File: src/rtl/wave_pkg.sv
`default_nettype none
// ============================================================================
// Module : wave_pkg
// Brief  : Shared widths, frame length and FSM encodings for wave_timebase.
// Rev    : 1.0  initial release
// ============================================================================
package wave_pkg;

    localparam int DATA_W    = 8;
    localparam int N_STEPS   = 8;
    localparam int FRAME_LEN = 750;
    localparam int IDX_W     = 3;
    localparam int ACC_W     = DATA_W + N_STEPS - 1;
    localparam int CNT_W     = N_STEPS - 1;
    localparam int FRM_W     = 10;

    typedef enum logic [1:0] {
        S_RUN   = 2'd0,
        S_DRAIN = 2'd1,
        S_HOLD  = 2'd2
    } state_t;

    // Index of the last sample in a 2^idx window.
    function automatic logic [CNT_W-1:0] win_last(input logic [IDX_W-1:0] idx);
        logic [CNT_W:0] w_one;
        logic [CNT_W:0] w_len;
        w_one = {{CNT_W{1'b0}}, 1'b1};
        w_len = (w_one << idx) - w_one;
        return w_len[CNT_W-1:0];
    endfunction

endpackage
`default_nettype wire

File: src/rtl/wave_win_acc.sv
`default_nettype none
// ============================================================================
// Module : wave_win_acc
// Brief  : 2^idx sample window counter and accumulator; strobes o_done with the
//          window average (or peak when WAVE_PEAK_DET_EN is defined).
// Rev    : 1.0  initial release
// ============================================================================
module wave_win_acc
    import wave_pkg::*;
(
    input  logic              i_clk,
    input  logic              i_rst_n,
    input  logic [IDX_W-1:0]  i_idx,
    input  logic              i_clear,
    input  logic              i_valid,
    input  logic [DATA_W-1:0] i_data,
`ifdef WAVE_PEAK_DET_EN
    input  logic              i_peak_mode,
`endif
    output logic              o_done,
    output logic              o_empty,
    output logic [DATA_W-1:0] o_result
);

    logic [ACC_W-1:0]  r_acc;
    logic [CNT_W-1:0]  r_cnt;
    logic              w_take;
    logic              w_last;
    logic [ACC_W-1:0]  w_sum;
    logic [DATA_W-1:0] w_avg;

    assign w_take  = i_valid && !i_clear;
    assign w_last  = (r_cnt == win_last(i_idx));
    assign w_sum   = r_acc + {{(ACC_W-DATA_W){1'b0}}, i_data};
    assign w_avg   = DATA_W'(w_sum >> i_idx);
    assign o_done  = w_take && w_last;
    assign o_empty = (r_cnt == '0);

    always_ff @(posedge i_clk or negedge i_rst_n) begin
        if (!i_rst_n) begin
            r_acc <= '0;
            r_cnt <= '0;
        end else if (i_clear || (w_take && w_last)) begin
            r_acc <= '0;
            r_cnt <= '0;
        end else if (w_take) begin
            r_acc <= w_sum;
            r_cnt <= r_cnt + CNT_W'(1);
        end
    end

`ifdef WAVE_PEAK_DET_EN
    logic [DATA_W-1:0] r_max;
    logic              r_mode;
    logic              w_mode;
    logic [DATA_W-1:0] w_max;

    // Mode is sampled with the first sample of a window and held for the rest.
    assign w_mode   = o_empty ? i_peak_mode : r_mode;
    assign w_max    = (o_empty || (i_data > r_max)) ? i_data : r_max;
    assign o_result = w_mode ? w_max : w_avg;

    always_ff @(posedge i_clk or negedge i_rst_n) begin
        if (!i_rst_n) begin
            r_max  <= '0;
            r_mode <= 1'b0;
        end else if (i_clear || (w_take && w_last)) begin
            r_max  <= '0;
            r_mode <= 1'b0;
        end else if (w_take) begin
            r_max  <= w_max;
            r_mode <= w_mode;
        end
    end
`else
    assign o_result = w_avg;
`endif

endmodule
`default_nettype wire

File: src/rtl/wave_timebase.sv
`default_nettype none
// ============================================================================
// Module : wave_timebase
// Brief  : ADC decimation timebase with step control and frame-aligned hold.
//          Optional peak-detect mode enabled by WAVE_PEAK_DET_EN.
// Rev    : 1.0  initial release
// ============================================================================
module wave_timebase
    import wave_pkg::*;
(
    input  logic              I_wave_clk,
    input  logic              I_wave_rstn,
    input  logic [DATA_W-1:0] I_adc_data,
    input  logic              I_adc_valid,
    input  logic              I_step_up,
    input  logic              I_step_down,
    input  logic              I_hold,
`ifdef WAVE_PEAK_DET_EN
    input  logic              I_peak_mode,
`endif
    output logic [DATA_W-1:0] O_wave_data,
    output logic              O_wave_data_de,
    output logic [IDX_W-1:0]  O_step_idx,
    output logic              O_frame_done,
    output logic              O_holding
);

    state_t            r_state;
    logic [IDX_W-1:0]  r_idx;
    logic [FRM_W-1:0]  r_frame;
    logic [DATA_W-1:0] r_data;
    logic              r_de;
    logic              r_fd;
    logic              r_holding;

    logic              w_up_eff;
    logic              w_dn_eff;
    logic              w_direct_hold;
    logic              w_clear;
    logic              w_done;
    logic              w_empty;
    logic              w_frame_end;
    logic [DATA_W-1:0] w_result;

    assign w_up_eff      = I_step_up && !I_step_down && (r_idx != IDX_W'(N_STEPS - 1));
    assign w_dn_eff      = I_step_down && !I_step_up && (r_idx != '0);
    // Nothing in flight: hold can take effect without draining a frame.
    assign w_direct_hold = (r_state == S_RUN) && I_hold && (r_frame == '0) && w_empty;
    assign w_clear       = w_up_eff || w_dn_eff || (r_state == S_HOLD) || w_direct_hold;
    assign w_frame_end   = w_done && (r_frame == FRM_W'(FRAME_LEN - 1));

    wave_win_acc u_win_acc (
        .i_clk       (I_wave_clk),
        .i_rst_n     (I_wave_rstn),
        .i_idx       (r_idx),
        .i_clear     (w_clear),
        .i_valid     (I_adc_valid),
        .i_data      (I_adc_data),
`ifdef WAVE_PEAK_DET_EN
        .i_peak_mode (I_peak_mode),
`endif
        .o_done      (w_done),
        .o_empty     (w_empty),
        .o_result    (w_result)
    );

    always_ff @(posedge I_wave_clk or negedge I_wave_rstn) begin
        if (!I_wave_rstn) begin
            r_state   <= S_RUN;
            r_idx     <= '0;
            r_frame   <= '0;
            r_data    <= '0;
            r_de      <= 1'b0;
            r_fd      <= 1'b0;
            r_holding <= 1'b0;
        end else begin
            r_de <= w_done;
            r_fd <= w_frame_end;
            if (w_done) begin
                r_data <= w_result;
            end

            if (w_up_eff) begin
                r_idx <= r_idx + IDX_W'(1);
            end else if (w_dn_eff) begin
                r_idx <= r_idx - IDX_W'(1);
            end

            if ((r_state == S_HOLD) || w_direct_hold || w_frame_end) begin
                r_frame <= '0;
            end else if (w_done) begin
                r_frame <= r_frame + FRM_W'(1);
            end

            case (r_state)
                S_RUN: begin
                    if (I_hold && (w_direct_hold || w_frame_end)) begin
                        r_state   <= S_HOLD;
                        r_holding <= 1'b1;
                    end else if (I_hold) begin
                        r_state   <= S_DRAIN;
                        r_holding <= 1'b0;
                    end
                end
                S_DRAIN: begin
                    if (!I_hold) begin
                        r_state   <= S_RUN;
                        r_holding <= 1'b0;
                    end else if (w_frame_end) begin
                        r_state   <= S_HOLD;
                        r_holding <= 1'b1;
                    end
                end
                S_HOLD: begin
                    if (!I_hold) begin
                        r_state   <= S_RUN;
                        r_holding <= 1'b0;
                    end
                end
                default: begin
                    r_state   <= S_RUN;
                    r_holding <= 1'b0;
                end
            endcase
        end
    end

    assign O_wave_data    = r_data;
    assign O_wave_data_de = r_de;
    assign O_step_idx     = r_idx;
    assign O_frame_done   = r_fd;
    assign O_holding      = r_holding;

endmodule
`default_nettype wire

File: config.mk
export PLATFORM = sky130hd
export DESIGN_NAME = wave_timebase
export DESIGN_NICKNAME = d
export VERILOG_FILES = /design/src/rtl/wave_pkg.sv /design/src/rtl/wave_win_acc.sv /design/src/rtl/wave_timebase.sv
export SDC_FILE = /design/constraint.sdc
export NUM_CORES = 1
export LEC_CHECK = 0
export CAP_MARGIN = 20
export CORE_ASPECT_RATIO = 0.8
export CORE_UTILIZATION = 34
export CTS_CLUSTER_SIZE = 16
export DETAILED_ROUTE_END_ITERATION = 10
export HOLD_SLACK_MARGIN = 0.05
export PLACE_DENSITY_LB_ADDON = 0.3
export RECOVER_POWER = 100
export SLEW_MARGIN = 20
export SYNTH_ARGS = -nofsm -noshare
export SYNTH_HDL_FRONTEND = slang
export SYNTH_HIERARCHICAL = 1
export SYNTH_SLANG_ARGS = --single-unit
export TNS_END_PERCENT = 1
File: constraint.sdc
create_clock -name I_wave_clk -period 3.6 [get_ports I_wave_clk]
set_input_delay 0.72 -clock I_wave_clk [delete_from_list [all_inputs] [get_ports I_wave_clk]]
set_output_delay 0.72 -clock I_wave_clk [all_outputs]
set_load 0.02 [all_outputs]
==> impl_metrics.env, run 1 <==
export IMPL_syn_num_nets=407
export IMPL_routed_wl_um=8150
export IMPL_dp_cells=544
export IMPL_relSlewSlack_pct=-70.1
export IMPL_p_leak_nw=1.77
export IMPL_rr_worst_depth=11
export IMPL_yosys_area_top_type_share_pct=33.6
export IMPL_maxCapViolations=1
export IMPL_gp_congestion=0.821
export IMPL_io_pins=28
export IMPL_power_density_nw_per_um2=712
export IMPL_cp_required_ns=3.77
export IMPL_finalSetupViolCount=0
export IMPL_cpLargestDelayFamily="compound AO/OA/AOI/OAI gates"
export IMPL_finalNetCount=445
export IMPL_cp_end_kind="flip-flop"
export IMPL_start_util_pct=35.7
export IMPL_via_count=2859
export IMPL_failed_checks="max-capacitance violations, max-slew violations"
export IMPL_min_from="O_wave_data[5]$_DFFE_PN0P_"
export IMPL_synthTopCellsByArea="dfrtp_1 34%, xnor2_1 6.2%, nor2_1 6.1%"
export IMPL_rr_startpoint="u_win_acc/r_cnt[0]$_DFFE_PN0P_"
export IMPL_finClkSkew_ns=0.00497
export IMPL_wl_per_cell_um=14.8
export IMPL_die_w_um=116
export IMPL_drtAntennaViolNets=0
export IMPL_area_growth_pct=18.2
export IMPL_cpMostUsedCell="mux2_2"
export IMPL_avgViaCountPerCell=5.18
export IMPL_min_period_ns=3.40
export IMPL_drc=0
export IMPL_grt_pass1_wl_um=13900
export IMPL_rsz0062_at_grt="false"
export IMPL_drv_slew=48
export IMPL_cts_sinks=47
export IMPL_synth_ff_type="dfrtp_1"
export IMPL_path_max_fanout=4
export IMPL_drt_first_iter_violations=124
export IMPL_fmax_mhz=294
export IMPL_stdcell_count=552
export IMPL_post_route_util_pct=42.2
export IMPL_ys_types=77
export IMPL_io_buffer_count=27
export IMPL_dpl_hpwl_um=5900
export IMPL_path_buf_inv=2
export IMPL_arrival_ns=3.58
export IMPL_start_kind="input port"
export IMPL_dieArea_um2=10700
export IMPL_critPathSlowestCell="clkdlybuf4s50_1"
export IMPL_reg2reg_to="u_win_acc/r_acc[14]$_DFFE_PN0P_"
export IMPL_total_power_mw=2.95
export IMPL_clk_latency_ns=0.29
export IMPL_slowest_delay_ns=0.46
export IMPL_grt_antenna_before_repair=0
export IMPL_synth_async_reset_ratio_pct=100
export IMPL_synth_commonest_cells="57 x nor2_1, 47 x dfrtp_1, 25 x xnor2_1"
export IMPL_insertedDiodeCount=0
export IMPL_ys_warn_count=6
export IMPL_tns_ns=0
export IMPL_track_usage_pct=16.4
export IMPL_peakVddDrop_uv=339
export IMPL_synth_seq_cells=47
export IMPL_min_path_cells=1
export IMPL_grt_pass1_vias=2777
export IMPL_path_cells="clkdlybuf4s50_1 > ha_1 > inv_1 > fa_1 > and2b_2 > o2111ai_4 > a31o_2 > and4_1 > a221oi_1 > nand4_1 > mux2_2 > mux2_2"
export IMPL_grt_max_degree=48
export IMPL_clk_path_buf_depth=2
export IMPL_cts_tree="built"
export IMPL_grt_overflow_total=0
export IMPL_syn_cell_area_um2=3500
export IMPL_syn_avg_cell_area_um2=9.30
export IMPL_synth_top_area_cell="dfrtp_1"
export IMPL_yosysMostFrequentCell="nor2_1"
export IMPL_die_y_um=92.8
export IMPL_hold_end="O_wave_data[5]$_DFFE_PN0P_"
export IMPL_yosysSeqAreaShare_pct=33.6
export IMPL_htreeDepth=2
export IMPL_status="finished, violations left"
export IMPL_multi_input_area_um2=2170
export IMPL_period_share_pct=94.6
export IMPL_cts_reportedPaths_clkPinSlew_ns=0.07
export IMPL_regArea_um2=1180
export IMPL_rows=32
export IMPL_drtPass1Iterations=4
export IMPL_synthCells=377
export IMPL_rrSetupSlack_ns=0.44
export IMPL_synth_edf_count=0
export IMPL_holdCritPathClass="flip-flop to flip-flop"
export IMPL_fill_cells=978
export IMPL_clockRootBuffer="clkbuf_16"
export IMPL_drive_gt1_share_pct=14.2
export IMPL_numCtsBuffers=5
export IMPL_worst_pin_slew_ns=2.55
export IMPL_core_um2=9810
export IMPL_criticalPathCategory="input port to flip-flop"
export IMPL_hold_viol_final=0
[per-layer routing]
metal / vias up / track usage [%] / wire, um
met5: - / 0 / 0
met4: 0 / 4.55 / 71
met3: 5 / 2.49 / 271
met2: 51 / 24.3 / 3480
met1: 1371 / 24.4 / 4330
li1: 1432 / - / -
[layout make-up]
| class | count | share of cell area (%) |
|---|---|---|
| tap | 136 | 4.11 |
| multi-input combinational | 297 | 52.3 |
| inverter | 15 | 1.36 |
| clock buffer | 5 | 3.02 |
| sequential | 47 | 28.4 |
| timing repair buffer | 49 | 10.3 |
| clock inverter | 3 | 0.604 |
[worst reg2reg max path: cells and delay by family (launching register included)]
| kind | cells | cell delay (ns) |
|---|---|---|
| and+or+nand+nor | 8 | 2.24 |
| buffers and inverters | 1 | 0.10 |
| DFF | 1 | 0.43 |
| AOI/OAI and AO/OA | 1 | 0.18 |
| adders and majority gates | 1 | 0.13 |
[worst max-delay path by stage]
stage                                 end  cells past startpoint           from
2_1_floorplan  O_wave_data[5]$_DFFE_PN0P_                     10  I_adc_data[0]
3_3_place_gp   O_wave_data[5]$_DFFE_PN0P_                     11  I_adc_data[0]
3_5_place_dp   O_wave_data[5]$_DFFE_PN0P_                     11  I_adc_data[0]
4_1_cts        O_wave_data[3]$_DFFE_PN0P_                     12  I_adc_data[0]
5_1_grt        O_wave_data[3]$_DFFE_PN0P_                     12  I_adc_data[0]
6_report       O_wave_data[3]$_DFFE_PN0P_                     12  I_adc_data[0]
[cells in the final DEF, fill, tap and decap left out, drive strengths merged, types with 3 or more instances in the layout]
cell and n:
nor2 57, dfrtp 47, xnor2 25, nand2 24, buf 21, mux2i 15, dlygate4sd3 15, ha 14
inv 14, o21ai 14, xor2 13, nand3 13, mux2 11, clkdlybuf4s50 11, a21oi 11, nor3 7
a31oi 7, clkbuf 7, a211oi 6, nand4 5, nor4 5, nand2b 4, nor3b 4, nand3b 4
and3 3, a21o 3, mux4 3, clkinv 3, or2 3
[through the flow]
stage,cell area [um2],hold WS [ns],setup WS [ns]
2_1_floorplan,3500,0.424,0.465
3_3_place_gp,3990,0.500,-0.0933
3_5_place_dp,3990,0.510,-0.109
4_1_cts,4140,0.538,0.187
5_1_grt,4140,0.543,0.0111
6_report,4140,0.523,0.196
[power breakdown]
group          total (mW)  switching [mW]  internal [mW]
clock               0.473           0.213          0.260
sequential          0.706          0.0810          0.625
combinational        1.77           0.998          0.776
[repair_timing]
action | CTS | global route
hold buffers | 0 | 0
resized for setup | 0 | 3
setup buffers | 0 | 0
endpoints found under the setup margin | 0 | 4
[registers in the layout, summed over array words and instances (netlist names)]
name,flops
u_win_acc/r_cnt,7
O_frame_done,1
O_step_idx,3
r_state,2
u_win_acc/r_acc,15
r_frame,10
O_wave_data,8
O_wave_data_de,1
[cells by family after synthesis]
group	synth area share, %
AOI/OAI and AO/OA	14.7
xor gates and xnor gates	9.50
adders and majority gates	6.14
buffers and inverters	4.78
DFF	33.6
muxes	9.75
and+or+nand+nor	21.6
Power figures use the tool's default switching activity.
==> run 2: changes to the inputs <==
Settings changed: CORE_UTILIZATION 34 to 41.
==> impl_metrics.env, run 2 (synthesized netlist as in run 1, its figures left out) <==
export IMPL_path_cells="clkdlybuf4s50_1 > ha_1 > inv_1 > fa_1 > and2b_1 > o2111ai_2 > a311oi_2 > nor3b_1 > a21oi_1 > nand4_1 > mux2_2 > mux2_2"
export IMPL_drt_first_iter_violations=163
export IMPL_regMostFlops="u_win_acc/r_acc"
export IMPL_failed_checks="max-capacitance violations, max-slew violations"
export IMPL_ctsHoldBuffers=0
export IMPL_core_um2=8090
export IMPL_worst_pin_slew_ns=2.09
export IMPL_period_share_pct=95.6
export IMPL_min_period_ns=3.44
export IMPL_holdCritPathClass="flip-flop to flip-flop"
export IMPL_rr_worst_depth=13
export IMPL_post_dp_cell_area_um2=3950
export IMPL_post_cts_setup_buffers=0
export IMPL_dieArea_um2=8920
export IMPL_rows=29
export IMPL_cts_tree="built"
export IMPL_hold_viol_final=0
export IMPL_finalNetCount=444
export IMPL_maxCapViolations=1
export IMPL_relSlewSlack_pct=-39.6
export IMPL_cpMostUsedCell="mux2_2"
export IMPL_drtPass1Iterations=5
export IMPL_criticalPathCategory="input port to flip-flop"
export IMPL_finalSetupViolCount=0
export IMPL_path_max_fanout=4
export IMPL_p_leak_nw=1.74
export IMPL_arrival_ns=3.65
export IMPL_fmax_mhz=291
export IMPL_io_buffer_count=27
export IMPL_drtAntennaViolNets=0
export IMPL_cp_startpoint="I_adc_data[0]"
export IMPL_grt_max_degree=38
export IMPL_area_growth_pct=15.1
export IMPL_grt_util_met1_pct=32.5
export IMPL_routed_wl_um=8480
export IMPL_cts_sinks=47
export IMPL_mostFrequentLayoutCells="57 x nor2_1, 47 x dfrtp_1, 25 x xnor2_1"
export IMPL_drive_gt1_share_pct=13.7
export IMPL_clockRootBuffer="clkbuf_8"
export IMPL_path_buf_inv=2
export IMPL_start_kind="input port"
export IMPL_track_usage_pct=20.4
export IMPL_drc=0
export IMPL_busiest_layer="met1"
export IMPL_slowest_delay_ns=0.46
export IMPL_die_y_um=84.7
export IMPL_cp_end_kind="flip-flop"
export IMPL_grt_antenna_before_repair=0
export IMPL_rrSetupSlack_ns=0.25
export IMPL_largest_register_ffs=15
export IMPL_avgViaCountPerCell=5.63
export IMPL_total_power_mw=2.83
export IMPL_power_density_nw_per_um2=702
export IMPL_drv_slew=38
export IMPL_cpLargestDelayFamily="compound AO/OA/AOI/OAI gates"
export IMPL_die_w_um=105
export IMPL_start_util_pct=43.3
export IMPL_dpl_hpwl_um=6250
export IMPL_reg2reg_to="u_win_acc/r_acc[11]$_DFFE_PN0P_"
export IMPL_grt_pass1_vias=2752
export IMPL_fin_ws_ns=0.158
export IMPL_gr_usage_met2_pct=27.2
export IMPL_rr_startpoint="u_win_acc/r_cnt[0]$_DFFE_PN0P_"
export IMPL_preCtsSetupSlack_ns=-0.141
export IMPL_cts_resized=0
export IMPL_grt_overflow_total=0
export IMPL_mostFrequentLayoutCell="nor2_1"
export IMPL_cp_required_ns=3.80
export IMPL_numCtsBuffers=5
export IMPL_clk_latency_ns=0.31
export IMPL_hold_end="O_wave_data[2]$_DFFE_PN0P_"
export IMPL_peakVddDrop_uv=293
export IMPL_clk_path_buf_depth=2
export IMPL_use_met3_pct=4.11
export IMPL_insertedDiodeCount=0
export IMPL_whs_ns=0.517
export IMPL_status="finished, violations left"
export IMPL_htreeDepth=2
export IMPL_wl_per_cell_um=16.2
export IMPL_grt_pass1_wl_um=14400
export IMPL_min_from="O_wave_data[2]$_DFFE_PN0P_"
export IMPL_finClkSkew_ns=0.0117
export IMPL_path_depth=12
export IMPL_min_path_cells=1
export IMPL_final_cell_area_um2=4030
export IMPL_rsz0062_at_grt="true"
export IMPL_via_count=2945
export IMPL_io_pins=28
export IMPL_cts_reportedPaths_clkPinSlew_ns=0.10
export IMPL_gp_congestion=0.857
export IMPL_post_route_util_pct=49.9
export IMPL_critPathSlowestCell="clkdlybuf4s50_1"
## run 2: cell types whose count changed in the layout (fill, tap and decap cells not counted), sizes merged
| cell | delta |
|---|---|
| buf | -3 |
| clkbuf | +3 |
| clkinv | -1 |
## run 2: power breakdown
group	internal, mW	total, mW	switching [mW]
clock	0.157	0.354	0.197
sequential	0.623	0.718	0.0945
combinational	0.771	1.76	0.987
## run 2: final cells by class
type,instances,area [um2]
fill,777,4060
multi-input combinational,297,2150
sequential,47,1180
timing repair buffer,48,418
tap,108,135
clock buffer,6,82.6
inverter,15,56.3
clock inverter,2,16.3
## run 2: layer usage
metal	wire [um]	vias to the layer above
li1	-	1422
met1	4490	1443
met2	3490	73
met3	402	7
met4	92	0
met5	0	-
## run 2: metrics by stage
step                      TNS (ns)  instances
after floorplan                  0        377
final                            0        523
after global placement      -0.419        515
after detailed placement    -0.594        515
after CTS                        0        523
after global routing      -0.00824        523
## run 2: worst reg2reg max path, delay by kind of cell, from the launching register on
kind                       cells  cell delay (ns)
and+or+nand+nor                8             1.91
buffers and inverters          3             0.58
DFF                            1             0.44
AOI/OAI and AO/OA              1             0.20
adders and majority gates      1             0.14
## run 2: worst max-delay path by stage
stage | to | slack [ns]
2_1_floorplan | O_wave_data[5]$_DFFE_PN0P_ | 0.46
3_3_place_gp | O_wave_data[5]$_DFFE_PN0P_ | -0.11
3_5_place_dp | O_wave_data[3]$_DFFE_PN0P_ | -0.14
4_1_cts | O_wave_data[3]$_DFFE_PN0P_ | 0.18
5_1_grt | O_wave_data[3]$_DFFE_PN0P_ | -0.008
6_report | O_wave_data[3]$_DFFE_PN0P_ | 0.16
==> run 3: changes to the inputs <==
Settings changed: CAP_MARGIN 20 to unset.
Clock period 3.6 ns to 3.8 ns, I/O delays scaled along.
==> impl_metrics.env, run 3 (synthesized netlist as in run 1, its figures left out) <==
export IMPL_grt_pass1_vias=2797
export IMPL_slowest_delay_ns=0.46
export IMPL_preCtsSetupSlack_ns=-0.0137
export IMPL_maxCapViolations=1
export IMPL_final_cell_area_um2=3970
export IMPL_start_kind="input port"
export IMPL_htreeDepth=2
export IMPL_fill_cells=745
export IMPL_dpl_hpwl_um=6010
export IMPL_start_util_pct=43.3
export IMPL_grt_pass1_wl_um=14000
export IMPL_routed_wl_um=8250
export IMPL_die_y_um=84.7
export IMPL_critPathSlowestCell="clkdlybuf4s50_1"
export IMPL_seq_power_share_pct=25.7
export IMPL_holdCritPathClass="flip-flop to flip-flop"
export IMPL_period_share_pct=92.4
export IMPL_ctsHoldBuffers=0
export IMPL_post_dp_cell_area_um2=3900
export IMPL_total_power_mw=2.65
export IMPL_clockRootBuffer="clkbuf_8"
export IMPL_status="finished, violations left"
export IMPL_dp_cells=508
export IMPL_cp_required_ns=3.99
export IMPL_numCtsBuffers=5
export IMPL_switching_share_pct=45.6
export IMPL_area_growth_pct=13.4
export IMPL_dieArea_um2=8920
export IMPL_largest_register_ffs=15
export IMPL_finClkSkew_ns=0.0142
export IMPL_cts_resized=0
export IMPL_drtPass1Iterations=5
export IMPL_path_cells="clkdlybuf4s50_1 > ha_1 > inv_1 > fa_1 > and2b_1 > o2111ai_2 > a31oi_1 > nand2_1 > a41o_1 > o32a_1 > mux2_2"
export IMPL_io_buffer_count=27
export IMPL_drt_first_iter_violations=231
export IMPL_drtAntennaViolNets=0
export IMPL_path_max_fanout=5
export IMPL_regMostFlops="u_win_acc/r_acc"
export IMPL_peakVddDrop_uv=351
export IMPL_failed_checks="max-capacitance violations, max-slew violations"
export IMPL_die_w_um=105
export IMPL_power_density_nw_per_um2=666
export IMPL_fin_ws_ns=0.287
export IMPL_drv_slew=32
export IMPL_drive_gt1_share_pct=12.0
export IMPL_cts_sinks=47
export IMPL_min_period_ns=3.51
export IMPL_drc=0
export IMPL_stdcell_count=516
export IMPL_avgViaCountPerCell=5.56
export IMPL_whs_ns=0.510
export IMPL_grt_max_degree=32
export IMPL_use_met3_pct=3.57
export IMPL_post_cts_setup_buffers=0
export IMPL_via_count=2869
export IMPL_track_usage_pct=19.6
export IMPL_clk_path_buf_depth=2
export IMPL_internal_power_mw=1.44
export IMPL_finalNetCount=437
export IMPL_gp_congestion=0.875
export IMPL_fmax_mhz=285
export IMPL_wl_per_cell_um=16.0
export IMPL_criticalPathCategory="input port to flip-flop"
export IMPL_cts_reportedPaths_clkPinSlew_ns=0.08
export IMPL_arrival_ns=3.70
export IMPL_grt_overflow_total=0
export IMPL_relSlewSlack_pct=-16.2
export IMPL_rsz0062_at_grt="false"
export IMPL_io_pins=28
export IMPL_comb_power_share_pct=61.7
export IMPL_busiest_layer="met1"
export IMPL_rows=29
export IMPL_p_sw_mw=1.21
export IMPL_grt_util_met1_pct=29.4
export IMPL_cp_end_kind="flip-flop"
export IMPL_mostFrequentLayoutCells="57 x nor2_1, 47 x dfrtp_1, 25 x xnor2_1"
export IMPL_cts_tree="built"
export IMPL_hold_viol_final=0
export IMPL_gr_usage_met2_pct=28.9
export IMPL_grt_antenna_before_repair=0
export IMPL_clk_latency_ns=0.31
export IMPL_core_um2=8090
export IMPL_mostFrequentLayoutCell="nor2_1"
export IMPL_worst_pin_slew_ns=1.74
export IMPL_p_leak_nw=1.70
export IMPL_insertedDiodeCount=0
export IMPL_finalSetupViolCount=0
export IMPL_clkPwrFrac_pct=12.6
[run 3: cell type report]
| type | instances | area [um2] | area share [%] |
|---|---|---|---|
| Tap cell | 108 | 135 | 3.40 |
| Multi-Input combinational cell | 297 | 2140 | 54.0 |
| Timing Repair Buffer | 41 | 363 | 9.13 |
| Clock buffer | 6 | 82.6 | 2.08 |
| Clock inverter | 2 | 16.3 | 0.409 |
| Sequential cell | 47 | 1180 | 29.6 |
| Inverter | 15 | 56.3 | 1.42 |
[run 3: power groups by stage]
stage	combinational, mW	sequential [mW]	clock [mW]
after global placement	1.61	0.691	0
after floorplan	1.17	0.730	0
after detailed placement	1.64	0.693	0
final	1.63	0.681	0.333
after global routing	1.80	0.693	0.364
after CTS	1.65	0.684	0.348
[run 3: metal layers]
| layer | share of wire, % | wire (um) |
|---|---|---|
| met1 | 52 | 4260 |
| met2 | 42 | 3430 |
| met5 | 0 | 0 |
| met3 | 5.8 | 481 |
| met4 | 0.97 | 80 |
[run 3: path summary, 6_finish.rpt]
kind,startpoint,endpoint,slack (ns),cells past startpoint
min in group asynchronous,I_wave_rstn,u_win_acc/r_cnt[3]$_DFFE_PN0P_,0.57,1
hold reg to reg,O_wave_data[0]$_DFFE_PN0P_,O_wave_data[0]$_DFFE_PN0P_,0.51,1
hold / removal,O_wave_data[0]$_DFFE_PN0P_,O_wave_data[0]$_DFFE_PN0P_,0.51,1
setup / recovery,I_adc_data[0],O_wave_data[5]$_DFFE_PN0P_,0.29,11
setup reg to reg,u_win_acc/r_cnt[0]$_DFFE_PN0P_,u_win_acc/r_acc[13]$_DFFE_PN0P_,0.50,13
max in group asynchronous,I_wave_rstn,O_wave_data[4]$_DFFE_PN0P_,1.10,2
[run 3: worst max-delay path: cells and delay by family]
family | cells | cell delay, ns
AO/OA/AOI/OAI | 4 | 1.17
adder cells (fa/ha/maj) | 2 | 0.54
buffers and inverters | 2 | 0.51
AND/OR/NAND/NOR | 2 | 0.44
multiplexers | 1 | 0.27
[run 3: stage by stage]
stage | setup TNS [ns] | utilization, %
after floorplan | 0 | -
after global placement | 0 | 48.2
after detailed placement | -0.0137 | 48.2
after CTS | 0 | 49.4
after global routing | 0 | 49.1
final | 0 | 49.1
